$ cat src/rtl/lsu_pkg.sv
// Shared types for the byte-sequential load/store unit: size codes, FSM states,
// latched request payload and the size-to-byte-count helper.
package lsu_pkg;

  typedef enum logic [1:0] {
    SIZE_B   = 2'b00,
    SIZE_H   = 2'b01,
    SIZE_W   = 2'b10,
    SIZE_RSV = 2'b11
  } lsu_size_e;

  typedef enum logic [1:0] {
    IDLE   = 2'd0,
    ACCESS = 2'd1,
    RESP   = 2'd2
  } lsu_state_e;

  // Request fields held for the duration of an access (address kept separately).
  typedef struct packed {
    logic        write;
    lsu_size_e   size;
    logic        is_unsigned;
    logic [31:0] wdata;
  } lsu_req_t;

  function automatic logic [2:0] size_to_bytes(input lsu_size_e size);
    case (size)
      SIZE_B:  return 3'd1;
      SIZE_H:  return 3'd2;
      SIZE_W:  return 3'd4;
      default: return 3'd0;
    endcase
  endfunction

endpackage

$ cat src/rtl/lsu_load_extend.sv
// Sign/zero extension of the little-endian bytes assembled by a load.
module lsu_load_extend
  import lsu_pkg::*;
(
  input  logic [31:0] raw,
  input  lsu_size_e   size,
  input  logic        is_unsigned,
  output logic [31:0] ext_data_c
);

  logic ext_bit_c;

  always_comb begin
    ext_bit_c  = 1'b0;
    ext_data_c = '0;
    case (size)
      SIZE_B: begin
        ext_bit_c  = ~is_unsigned & raw[7];
        ext_data_c = {{24{ext_bit_c}}, raw[7:0]};
      end
      SIZE_H: begin
        ext_bit_c  = ~is_unsigned & raw[15];
        ext_data_c = {{16{ext_bit_c}}, raw[15:0]};
      end
      SIZE_W:  ext_data_c = raw;
      default: ext_data_c = '0;
    endcase
  end

endmodule

$ cat src/rtl/byte_mem_access_unit.sv
// Byte-wide RAM load/store sequencer: one byte per cycle, little-endian, single-cycle response.
// Build option LSU_ALIGN_CHECK_EN rejects misaligned halfword/word requests.
module byte_mem_access_unit
  import lsu_pkg::*;
#(
  parameter int unsigned ADDR_W    = 7,
  parameter int unsigned MEM_BYTES = 80
) (
  input  logic              CLK,
  input  logic              RST_N,
  input  logic              Req_Valid,
  output logic              Req_Ready,
  input  logic              Req_Write,
  input  logic [1:0]        Req_Size,
  input  logic              Req_Unsigned,
  input  logic [ADDR_W-1:0] Req_Address,
  input  logic [31:0]       Req_Wdata,
  output logic              Rsp_Valid,
  output logic [31:0]       Rsp_Data,
  output logic              Rsp_Error,
  output logic [ADDR_W-1:0] Mem_Address,
  output logic              Mem_Write,
  output logic [7:0]        Mem_Wdata,
  input  logic [7:0]        Mem_Rdata
);

  localparam int unsigned CHK_W = ADDR_W + 1;

  lsu_state_e        state;
  lsu_req_t          req_q;
  logic [ADDR_W-1:0] base_q;
  logic [1:0]        k_q;
  logic [31:0]       raw_q;

  lsu_size_e         req_size_c;
  logic [2:0]        req_n_c;
  logic [CHK_W-1:0]  req_end_c;
  logic              req_err_c;
  logic [2:0]        n_q_c;
  logic              last_c;
  logic [1:0]        k_inc_c;
  logic [31:0]       raw_nxt_c;
  logic [31:0]       ext_c;

  // Request decode and rejection; end address computed one bit wider so it cannot wrap.
  always_comb begin
    req_size_c = lsu_size_e'(Req_Size);
    req_n_c    = size_to_bytes(req_size_c);
    req_end_c  = CHK_W'(Req_Address) + CHK_W'(req_n_c);
    req_err_c  = (req_size_c == SIZE_RSV) || (req_end_c > CHK_W'(MEM_BYTES));
`ifdef LSU_ALIGN_CHECK_EN
    if ((req_size_c == SIZE_H && Req_Address[0]) ||
        (req_size_c == SIZE_W && Req_Address[1:0] != 2'b00)) begin
      req_err_c = 1'b1;
    end
`endif
  end

  // Byte counter bookkeeping and load assembly including the byte arriving this cycle.
  always_comb begin
    n_q_c     = size_to_bytes(req_q.size);
    last_c    = (3'(k_q) == (n_q_c - 3'd1));
    k_inc_c   = k_q + 2'd1;
    raw_nxt_c = raw_q;
    raw_nxt_c[{k_q, 3'b000} +: 8] = Mem_Rdata;
  end

  lsu_load_extend u_extend (
    .raw         (raw_nxt_c),
    .size        (req_q.size),
    .is_unsigned (req_q.is_unsigned),
    .ext_data_c  (ext_c)
  );

  always_ff @(posedge CLK or negedge RST_N) begin
    if (!RST_N) begin
      state       <= IDLE;
      req_q       <= '0;
      base_q      <= '0;
      k_q         <= '0;
      raw_q       <= '0;
      Req_Ready   <= 1'b1;
      Rsp_Valid   <= 1'b0;
      Rsp_Data    <= '0;
      Rsp_Error   <= 1'b0;
      Mem_Address <= '0;
      Mem_Write   <= 1'b0;
      Mem_Wdata   <= '0;
    end else begin
      Rsp_Valid <= 1'b0;
      Rsp_Data  <= '0;
      Rsp_Error <= 1'b0;
      Mem_Write <= 1'b0;
      case (state)
        IDLE: begin
          if (Req_Valid) begin
            req_q.write       <= Req_Write;
            req_q.size        <= req_size_c;
            req_q.is_unsigned <= Req_Unsigned;
            req_q.wdata       <= Req_Wdata;
            base_q            <= Req_Address;
            k_q               <= '0;
            raw_q             <= '0;
            Req_Ready         <= 1'b0;
            if (req_err_c) begin
              state     <= RESP;
              Rsp_Valid <= 1'b1;
              Rsp_Error <= 1'b1;
            end else begin
              state       <= ACCESS;
              Mem_Address <= Req_Address;
              Mem_Write   <= Req_Write;
              Mem_Wdata   <= Req_Wdata[7:0];
            end
          end
        end
        ACCESS: begin
          raw_q <= raw_nxt_c;
          if (last_c) begin
            state     <= RESP;
            Rsp_Valid <= 1'b1;
            Rsp_Data  <= req_q.write ? 32'd0 : ext_c;
          end else begin
            k_q         <= k_inc_c;
            Mem_Address <= base_q + ADDR_W'(k_inc_c);
            Mem_Write   <= req_q.write;
            Mem_Wdata   <= req_q.wdata[{k_inc_c, 3'b000} +: 8];
          end
        end
        RESP: begin
          state     <= IDLE;
          Req_Ready <= 1'b1;
        end
        default: begin
          state     <= IDLE;
          Req_Ready <= 1'b1;
        end
      endcase
    end
  end

endmodule

$ cat config.mk
export PLATFORM = sky130hd
export DESIGN_NAME = byte_mem_access_unit
export DESIGN_NICKNAME = d
export VERILOG_FILES = /design/src/rtl/lsu_pkg.sv /design/src/rtl/lsu_load_extend.sv /design/src/rtl/byte_mem_access_unit.sv
export SDC_FILE = /design/constraint.sdc
export NUM_CORES = 1
export LEC_CHECK = 0
export BUFFER_PORTS_ARGS = -buffer_cell sky130_fd_sc_hd__buf_2
export CORE_AREA = 2 2 142 116
export CTS_CLUSTER_DIAMETER = 80
export DETAILED_ROUTE_END_ITERATION = 12
export DIE_AREA = 0 0 144 118
export PLACE_DENSITY_LB_ADDON = 0.12
export SETUP_SLACK_MARGIN = 0.15
export SYNTH_ARGS = -nofsm -noshare
export SYNTH_HDL_FRONTEND = slang
export SYNTH_SLANG_ARGS = --single-unit
$ cat constraint.sdc
create_clock -name CLK -period 2.8 [get_ports CLK]
set_input_delay 0.28 -clock CLK [delete_from_list [all_inputs] [get_ports CLK]]
set_output_delay 0.28 -clock CLK [all_outputs]
set_load 0.02 [all_outputs]
; ---- After elaboration in Yosys (flattened, before gate mapping)
; Index checks and enable logic that the tools add are counted.
; W data, S select, Z words.
[word_totals]
regBits = 130
in_bits = 54
[classes]
reduce_logical = 11
n_mux = 35
bitwise_logic = 4
n_lt_le_gt_ge = 1
n_eq_ne = 11
n_addsub = 5
shifts = 3
[ops]
columns = op, count
row1 = $mux W32, 4
row2 = $pmux W32 S3, 1
row3 = $pmux W32 S2, 1
row4 = $bwmux W32, 1
row5 = $shift A8 B7 Y32 const A, 1
row6 = $shiftx A32 B6 Y8, 1
row7 = $shiftx A8 B7 Y32, 1
row8 = $mux W8, 3
row9 = $mux W7, 3
row10 = $pmux W3 S3, 2
row11 = $pmux W8 S2, 1
row12 = $pmux W7 S2, 1
row13 = $mux W2, 5
row14 = $add A7 B3 Y8, 1
row15 = $gt A8 B7 Y1 const B, 1
row16 = $mux W1, 8
row17 = $ne A2 B2 Y1 const B, 4
row18 = $pmux W2 S2, 2
row19 = $reduce_and A2 Y1, 4
row20 = $add A7 B2 Y7, 1
row21 = $neg A5 Y7, 1
row22 = $eq A2 B1 Y1 const B, 3
row23 = $eq A2 B2 Y1 const B, 3
row24 = $logic_not A2 Y1, 3
row25 = other kinds (10), 14

; ---- Depth between registers and ports, before layout
; Gate-level depths: netlist of the first run.
[depth]
word_depth = 8
mapped_depth = 11

; ---- Hierarchy
; A second synthesis of the first run with hierarchy kept.
[unflattened]
cells_unflattened = 685
hier_area_um2 = 6492.5
[by_module_without_submodules]
columns = module, cells_each, area_each_um2, seq_area_each_um2, instances
row1 = byte_mem_access_unit, 631, 6059.6, 3254.4, 1
row2 = lsu_load_extend, 54, 432.9, 0.0, 1

; ---- Least setup slack after synthesis of the first run
; Ideal clock, no wire load.
[synth_timing]
path_kind = input to register
from = input Req_Size[0]
to = register Mem_Address[0]
t_arrival_ps = 2444
required_time_ps = 2675
n_path_buf = 1
path_slack_ps = 231
cell_stages = 11
setup_time_ps = 125
path_cell_list = nor2_1 ha_1 inv_1 fa_1 nor2b_1 nor3b_1 mux2i_1 nand3_2 a31oi_4 buf_12 mux2_4
[synth_between]
elab_chain_len = 7
[synth_lines]
columns = element, line_no
row1 = from (decl), byte_mem_access_unit.sv:14  ; input logic [1:0] Req_Size,
row2 = "$eq A2 B2 Y1, or another cell as far along", lsu_pkg.sv:27  ; case (size)
row3 = $pmux W3 S3, lsu_pkg.sv:27
row4 = $add A7 B3 Y8, byte_mem_access_unit.sv:49  ; req_end_c = CHK_W'(Req_Address) + CHK_W'(req_n_c);
row5 = $gt A8 B7 Y1, byte_mem_access_unit.sv:50  ; req_err_c = (req_size_c == SIZE_RSV) || (req_end_c > CHK_W'(MEM_BYTES));
row6 = $logic_or A1 B1 Y1 (*), byte_mem_access_unit.sv:50
row7 = $ne A2 B2 Y1 (no line) (*), n/a
row8 = $reduce_and A4 Y1 (no line) (*), n/a
row9 = to (signal assigned), byte_mem_access_unit.sv:111  ; Mem_Address <= Req_Address;
row10 = to (signal assigned), byte_mem_access_unit.sv:125  ; Mem_Address <= base_q + ADDR_W'(k_inc_c);
row11 = to (decl), byte_mem_access_unit.sv:21  ; output logic [ADDR_W-1:0] Mem_Address,
; Mark *: on every way between the ends. The rest lies on a longest branch, timed or not.
; A chain may end at the register's enable or synchronous reset.

; ---- Worst setup path after layout of the first run
[layout_timing]
from = register k_q[1]
to = register Mem_Address[3]
[layout_between]
elab_chain_len = 4
[layout_lines]
columns = element, line_no
row1 = from (decl), byte_mem_access_unit.sv:32  ; logic [1:0] k_q;
row2 = from (signal assigned), byte_mem_access_unit.sv:124  ; k_q <= k_inc_c;
row3 = $add A2 B1 Y2, byte_mem_access_unit.sv:63  ; k_inc_c = k_q + 2'd1;
row4 = $add A7 B2 Y7, byte_mem_access_unit.sv:125
row5 = $mux W7, byte_mem_access_unit.sv:119  ; if (last_c) begin
row6 = $pmux W7 S2, byte_mem_access_unit.sv:94  ; case (state)
; Several ways; a longest one is shown, not always the timed one. The select of a mux whose other input is x is not followed.

==> results by group, run 1 <==
Worst setup path
  – Worst Setup SP: k_q[1]
  – CP Capture Type: flop
  – Worst r2r src: k_q[1]
  – Critical Path RT: around 3100 ps
  – CP Capture Point: Mem_Address[3]
  – Worst-path maximum fanout: 11
  – Reg2reg path depth: 9
  – R2R Setup Slk: 350 ps
  – Critical Path AT: approximately 2800 ps
  – Reg-to-Reg End: Mem_Address[3]
  – Setup crit start kind: flop
  – Setup CP Type: reg2reg

Yosys
  – Syn Area/Cell: 9.38 um2
  – Compound-Gate Fraction of Synth Area: 11.9%
  – Ys Warns: 0
  – Post-synth ARST share: between 90% and 100%
  – Cell Area, Synth: about 6200 um2
  – Proportion of synthesized area in mux cells: roughly 6.5%
  – Ys flop type: dfrtp_1
  – Seq cells post-synth: 130
  – Net Count, Synth: 723
  – Post-Syn Instances: approximately 660
  – Largest family of logic cells by synthesized area: simple AND/OR/NAND/NOR gates
  – Yosys cell types: roughly 50
  – EDFF count, synth: 0
  – Post-Synth Adder-Cell Area: 2.68%
  – Synth Area in Simple Gates: a little over 20%
  – XOR/XNOR share of the synthesized area: 1.14%
  – Sequential area share after synthesis: ~53%

Floorplan
  – Core area: about 16000 um2
  – Number of I/O pins: 105
  – DIE AREA: around 17000 um2
  – DIE WIDTH: about 140 um
  – Initial Util: ~40%
  – Die height: between 100 and 150 um
  – Placement Rows: 41

Global routing
  – GR Overflow Total: 0
  – Vias in the first global route: about 5000
  – Initial antenna violation count: 0
  – Pin count of the biggest net entering global routing: between 60 and 70
  – First-pass GRT wire length: approximately 25000 um
  – Gr usage total: around a fifth

Finish
  – Diode count: 0
  – Layout cells sized above 1: roughly 25%
  – Non-filler cells, final: 987
  – Fillers: 1463
  – Area grow syn2layout: 24.3%
  – Most frequent cells in the layout: nand2_1, dfrtp_1, buf_2, o21ai_0, a21oi_1
  – Register area: 3250 um2
  – Multi-input logic area: 2630 um2
  – Leading cell type in the layout, fill and taps excluded: nand2_1
  – Post-layout net count: 825

Timing
  – Unrepaired setup endpoints after global routing: false
  – Final Skew: 9.86 ps
  – Max Slew Vio Count: 0
  – Worst slew margin: 54.9%
  – Final Hold Viols: 0
  – Worst-margin pin slew: between 600 and 700 ps
  – WHS: 50.4 ps
  – Achievable Freq: 408 MHz
  – Minimum clock period: 2450 ps
  – Final setup fails: 0
  – Fin Setup TNS: 0 ps
  – Final Cycle Share: about 88%

Detailed routing
  – Routed wire length: approximately 15000 um
  – Final ANT Viol Nets: 0
  – Drt initial violations: 327
  – DR vias/cell: 4.94
  – Post-route DRC: 0
  – Via count: between 4000 and 5000
  – DRT Pass-1 Iters: 5
  – Wire length per cell: 15.7 um

Power and ir drop
  – Total power: ~0.0084 W
  – Leakage: 3.72 nW
  – Maximum vdd drop: around 570 uV
  – Power density over the cells: 1100 nW/um2

Placement
  – Port Buf Inserts: 104
  – RePlAce Congestion: 0.821
  – DP Cell Count: ~950
  – DP Wirelength: between 10000 and 15000 um

Clock tree
  – Longest Clk Path Bufs: 2
  – TritonCTS clock tree: yes
  – TritonCTS Buffers: 17
  – Clock sinks: between 100 and 150
  – CTS clk-pin slew, worst paths: 60 ps
  – Worst-skew pair later-pin latency: between 400 and 500 ps
  – Root Buffer Master: clkbuf_16
  – H-tree Lvls: 4
  – Post-CTS setup buffers: 0

Run
  – Max Cap Violations: 0

Run status
  – Status: complete, no violations

Min path
  – HP Class: in2reg
-- where the power goes --
part / switching [W] / internal (W) / total (W)
sequential: 0.000352 / 0.00242 / 0.00277
combinational: 0.00181 / 0.00126 / 0.00307
clock: 0.000839 / 0.00175 / 0.00258
total: 0.00300 / 0.00543 / 0.00843
-- timing repair --
item	in CTS	in global routing
resized for setup	0	3
hold buffers	1	0
endpoints found under the hold margin	34	0
endpoints found under the setup margin	0	19
-- critical path, stage by stage (launching register included) --
cell	delay, ps
dfrtp_1	480
inv_1	170
ha_2	420
buf_6	210
ha_1	260
a21oi_1	210
nor2b_1	100
xnor2_1	140
o21ai_0	90
mux2_4	260
-- registers in the layout, indices dropped and copies added, names as in the netlist --
register,flops
Rsp_Data,32
Rsp_Error,1
Mem_Wdata,8
k_q,2
Rsp_Valid,1
req_q,36
Mem_Write,1
Req_Ready,1
Mem_Address,7
base_q,7
raw_q,32
state,2
-- layer usage --
| layer | GRT usage (%) | wire length (um) |
|---|---|---|
| met5 | 0 | 0 |
| met4 | 6.19 | 174 |
| met3 | 4.68 | 707 |
| met2 | 28.7 | 6930 |
| met1 | 27.8 | 7680 |
-- metrics by stage --
stage          worst slack [ps]  util, %  area [um2]
2_1_floorplan               231        -        6160
3_3_place_gp               83.9     44.7        6940
3_5_place_dp              -26.7     44.7        6940
4_1_cts                     256     49.2        7650
5_1_grt                     159     49.3        7660
6_report                    349     49.3        7660
-- cell families (layout without fill, tap and decap cells) --
kind of cell,after synthesis,in the layout
and+or+nand+nor,296,296
DFF,130,130
AOI/OAI and AO/OA,116,116
buffers and inverters,70,185
muxes,25,25
adders and majority gates,12,12
xor gates and xnor gates,8,8
-- worst min path at each step --
| stage | endpoint | cells after the start | start |
|---|---|---|---|
| floorplan | Mem_Address[0] | 0 | RST_N |
| global placement | Rsp_Data[30] | 1 | RST_N |
| detailed placement | Rsp_Data[30] | 1 | RST_N |
| CTS | req_q[29] | 3 | Req_Wdata[29] |
| global route | req_q[23] | 3 | Req_Wdata[23] |
| finish | req_q[29] | 3 | Req_Wdata[29] |
-- synth_stat cells (5+ instances only) --
cell / instances / area (um2)
a21oi_1: 35 / 175
a22o_1: 7 / 61.3
buf_2: 6 / 30.0
clkbuf_1: 30 / 113
dfrtp_1: 129 / 3230
ha_1: 10 / 125
inv_1: 29 / 109
mux2_2: 6 / 67.6
mux2_4: 9 / 135
mux4_2: 8 / 180
nand2_1: 234 / 878
nand3_1: 6 / 30.0
nor2_1: 17 / 63.8
nor2b_1: 14 / 87.6
o21ai_0: 37 / 185
o31ai_1: 25 / 188
xnor2_1: 5 / 43.8
-- final cells by class --
cell class	instances	area share [%]
flip-flops and latches	130	42.5
multi-input cells	457	34.3
repair buffers	124	9.20
clock buffers	20	6.09
well taps	215	3.51
clock inverters	12	2.96
inverters	29	1.42
No activity file was read; power rests on OpenSTA's default activity.
==> run 2: changes to the inputs <==
--- a/config.mk
+++ b/config.mk
@@ -5,6 +5,7 @@
 export SDC_FILE = /design/constraint.sdc
 export NUM_CORES = 1
 export LEC_CHECK = 0
+export ABC_AREA = 1
 export BUFFER_PORTS_ARGS = -buffer_cell sky130_fd_sc_hd__buf_2
 export CORE_AREA = 2 2 142 116
 export CTS_CLUSTER_DIAMETER = 80
@@ -12,6 +13,7 @@
 export DIE_AREA = 0 0 144 118
 export PLACE_DENSITY_LB_ADDON = 0.12
 export SETUP_SLACK_MARGIN = 0.15
+export SKIP_CTS_REPAIR_TIMING = 1
 export SYNTH_ARGS = -nofsm -noshare
 export SYNTH_HDL_FRONTEND = slang
 export SYNTH_SLANG_ARGS = --single-unit
==> run 2 against run 1 <==
Against the previous run: count of clock-buffer cells in the layout unchanged; flip-flop and latch count did not move; utilization decreased by 0.60 points; first-iteration DRC count is 1.2% lower; global-route usage is 0.20 points higher; routed wire length increased by 3.0%; non-clock buffer count shrank 10; die area did not move; hold slack improved by 5.6 ps; register-to-register slack better by 150 ps.
==> results by group, run 2 <==
Run
  – Max Cap Violations: 0 (unchanged)

Power and ir drop
  – Power density over the cells: 1080 nW/um2 (was 1100 nW/um2)
  – Maximum vdd drop: 637 uV (was 571 uV)
  – Leakage: 3.97 nW (was 3.72 nW)

Detailed routing
  – Drt initial violations: 323 (was 327)
  – Wire length per cell: 15.2 um (was 15.7 um)
  – DR vias/cell: 5.00 (was 4.94)
  – Routed wire length: 16000 um (was 15500 um)
  – Post-route DRC: 0 (unchanged)
  – DRT Pass-1 Iters: 7 (was 5)
  – Via count: 5254 (was 4874)
  – Final ANT Viol Nets: 0 (unchanged)

Yosys
  – Count leader, synth: nand2_1 (unchanged)
  – Top-area cell type share of the netlist area: 52.5% (was 52.4%)
  – Post-synth ARST share: 100% (unchanged)
  – Syn Area/Cell: 8.54 um2 (was 9.38 um2)
  – Sequential area share after synthesis: 52.9% (was 52.8%)
  – Ys Warns: 0 (unchanged)
  – Cell Area, Synth: 6150 um2 (was 6160 um2)
  – Synth area leader: dfrtp_1 (unchanged)
  – Seq cells post-synth: 130 (unchanged)
  – Net Count, Synth: 786 (was 723)
  – Post-Syn Instances: 720 (was 657)
  – Yosys cell types: 35 (was 49)
  – Top post-synthesis cells by count: nand2_1, dfrtp_1, inv_1 (was nand2_1, dfrtp_1, o21ai_0)
  – Ys flop type: dfrtp_1 (unchanged)
  – Synth top area cells: dfrtp_1, nand2_1, inv_1, o21ai_0, nor2_1 (was dfrtp_1, nand2_1, o31ai_1, o21ai_0, mux4_2)
  – EDFF count, synth: 0 (unchanged)

Placement
  – RePlAce Congestion: 0.857 (was 0.821)
  – Port Buf Inserts: 104 (unchanged)
  – Placed Area: 6880 um2 (was 6940 um2)
  – DP Wirelength: 11200 um (was 10300 um)
  – Post-place setup slack: 222 ps (was -26.7 ps)

Finish
  – Fin util: 48.7% (was 49.3%)
  – Leading cell type in the layout, fill and taps excluded: nand2_1 (unchanged)
  – Largest registers: req_q x36, Rsp_Data x32, raw_q x32 (unchanged)
  – Post-layout net count: 888 (was 825)
  – Fillers: 1516 (was 1463)
  – Area grow syn2layout: 23.0% (was 24.3%)
  – Largest register FFs: 36 (unchanged)
  – Most frequent cells in the layout: nand2_1, dfrtp_1, buf_2, inv_1, nor2_1 (was nand2_1, dfrtp_1, buf_2, o21ai_0, a21oi_1)
  – Diode count: 0 (unchanged)
  – Final Cell Area: 7560 um2 (was 7660 um2)
  – Layout cells sized above 1: 20.0% (was 24.9%)
  – Register bank with the most flops: req_q (unchanged)

Worst setup path
  – Critical Path RT: 3150 ps (was 3100 ps)
  – Critical Path AT: 2650 ps (was 2750 ps)
  – Setup CP Type: reg2reg (unchanged)
  – CP Capture Type: flop (unchanged)
  – Setup crit start kind: flop (unchanged)
  – Worst-path maximum fanout: 8 (was 11)

Floorplan
  – Core area: 15500 um2 (unchanged)
  – Die height: 118 um (unchanged)
  – Number of I/O pins: 105 (unchanged)
  – DIE AREA: 17000 um2 (unchanged)
  – Initial Util: 39.6% (about the same)
  – Placement Rows: 41 (unchanged)
  – DIE WIDTH: 144 um (unchanged)

Timing
  – WHS: 56.0 ps (was 50.4 ps)
  – Unrepaired setup endpoints after global routing: false (unchanged)
  – Achievable Freq: 434 MHz (was 408 MHz)
  – Final Cycle Share: 82.4% (was 87.6%)
  – Minimum clock period: 2310 ps (was 2450 ps)
  – Fin Setup TNS: 0 ps (unchanged)
  – Max Slew Vio Count: 0 (unchanged)
  – Final setup fails: 0 (unchanged)
  – Final Hold Viols: 0 (unchanged)
  – Worst slew margin: 56.4% (was 54.9%)
  – Final Skew: 9.24 ps (was 9.86 ps)
  – Fin worst setup slack: 494 ps (was 349 ps)
  – Worst-margin pin slew: 653 ps (was 676 ps)

Run status
  – Status: complete, no violations (unchanged)

Global routing
  – Initial antenna violation count: 0 (unchanged)
  – GR Overflow Total: 0 (unchanged)
  – First-pass GRT wire length: 25900 um (was 25500 um)
  – Gr usage total: 19.5% (was 19.3%)
  – Pin count of the biggest net entering global routing: 63 (was 65)
  – Vias in the first global route: 5031 (was 4951)

Clock tree
  – TritonCTS Buffers: 17 (unchanged)
  – H-tree Lvls: 4 (unchanged)
  – CTS clk-pin slew, worst paths: 60 ps (about the same)
  – Worst-skew pair later-pin latency: 410 ps (was 420 ps)
  – Longest Clk Path Bufs: 2 (unchanged)
  – Clock sinks: 130 (unchanged)
  – Root Buffer Master: clkbuf_16 (unchanged)
  – TritonCTS clock tree: yes (unchanged)

Min path
  – HP Class: in2reg (unchanged)
[run 2: area by class of cell]
cell class / count / area (um2) / share of cell area, %
Multi-Input combinational cell: 474 / 2440 / 32.3
Clock buffer: 20 / 467 / 6.17
Inverter: 85 / 319 / 4.22
Timing Repair Buffer: 114 / 613 / 8.10
Tap cell: 215 / 269 / 3.56
Clock inverter: 12 / 203 / 2.68
Sequential cell: 130 / 3250 / 43.0
[run 2: stage by stage]
stage,cells,total power (W)
2_1_floorplan,720,0.00483
3_3_place_gp,1017,0.00564
3_5_place_dp,1017,0.00571
4_1_cts,1049,0.00823
5_1_grt,1050,0.00875
6_report,1050,0.00818
[run 2: cells by family (layout without fill, tap and decap cells)]
logic type,count (synthesis),in the layout,share of synthesized area (%)
xor+xnor,4,4,0.570
buf+inv,116,231,7.51
flops,130,130,52.9
compound gates,126,126,12.6
mux,14,14,2.28
simple gates,318,318,21.4
fa+ha+maj,12,12,2.69
[run 2: worst max-delay path: stages (launching register included)]
cell and delay, ps:
dfrtp_1 440, inv_1 120, ha_1 440, inv_1 140
nor2_1 480, a41oi_1 280, nor2_1 150, o21ai_0 100
inv_1 80
[run 2: report_power, final]
part | switching, W | internal [W] | leakage (nW)
combinational | 0.00206 | 0.000884 | 1.93
clock | 0.000833 | 0.00166 | 0.327
sequential | 0.000339 | 0.00241 | 1.71
[run 2: path summary, 6_finish.rpt]
check | from | to | slack (ps) | cells past startpoint
worst max-delay path | k_q[1] | Rsp_Data[21] | 490 | 8
worst min-delay path | Req_Wdata[29] | req_q[29] | 60 | 3
worst max register to register | k_q[1] | Rsp_Data[21] | 490 | 8
worst min register to register | req_q[17] | req_q[17] | 480 | 2
max in group asynchronous | RST_N | raw_q[28] | 1600 | 3
min in group asynchronous | RST_N | Rsp_Data[6] | 350 | 2
[run 2: per-layer routing]
layer | wire (um) | GRT usage, % | share of wire (%) | up-vias
met4 | 172 | 6.13 | 1.1 | 0
li1 | - | - | - | 2557
met1 | 7840 | 28.4 | 49 | 2505
met3 | 926 | 3.86 | 5.8 | 13
met2 | 7020 | 29.2 | 44 | 179
met5 | 0 | 0 | 0 | -
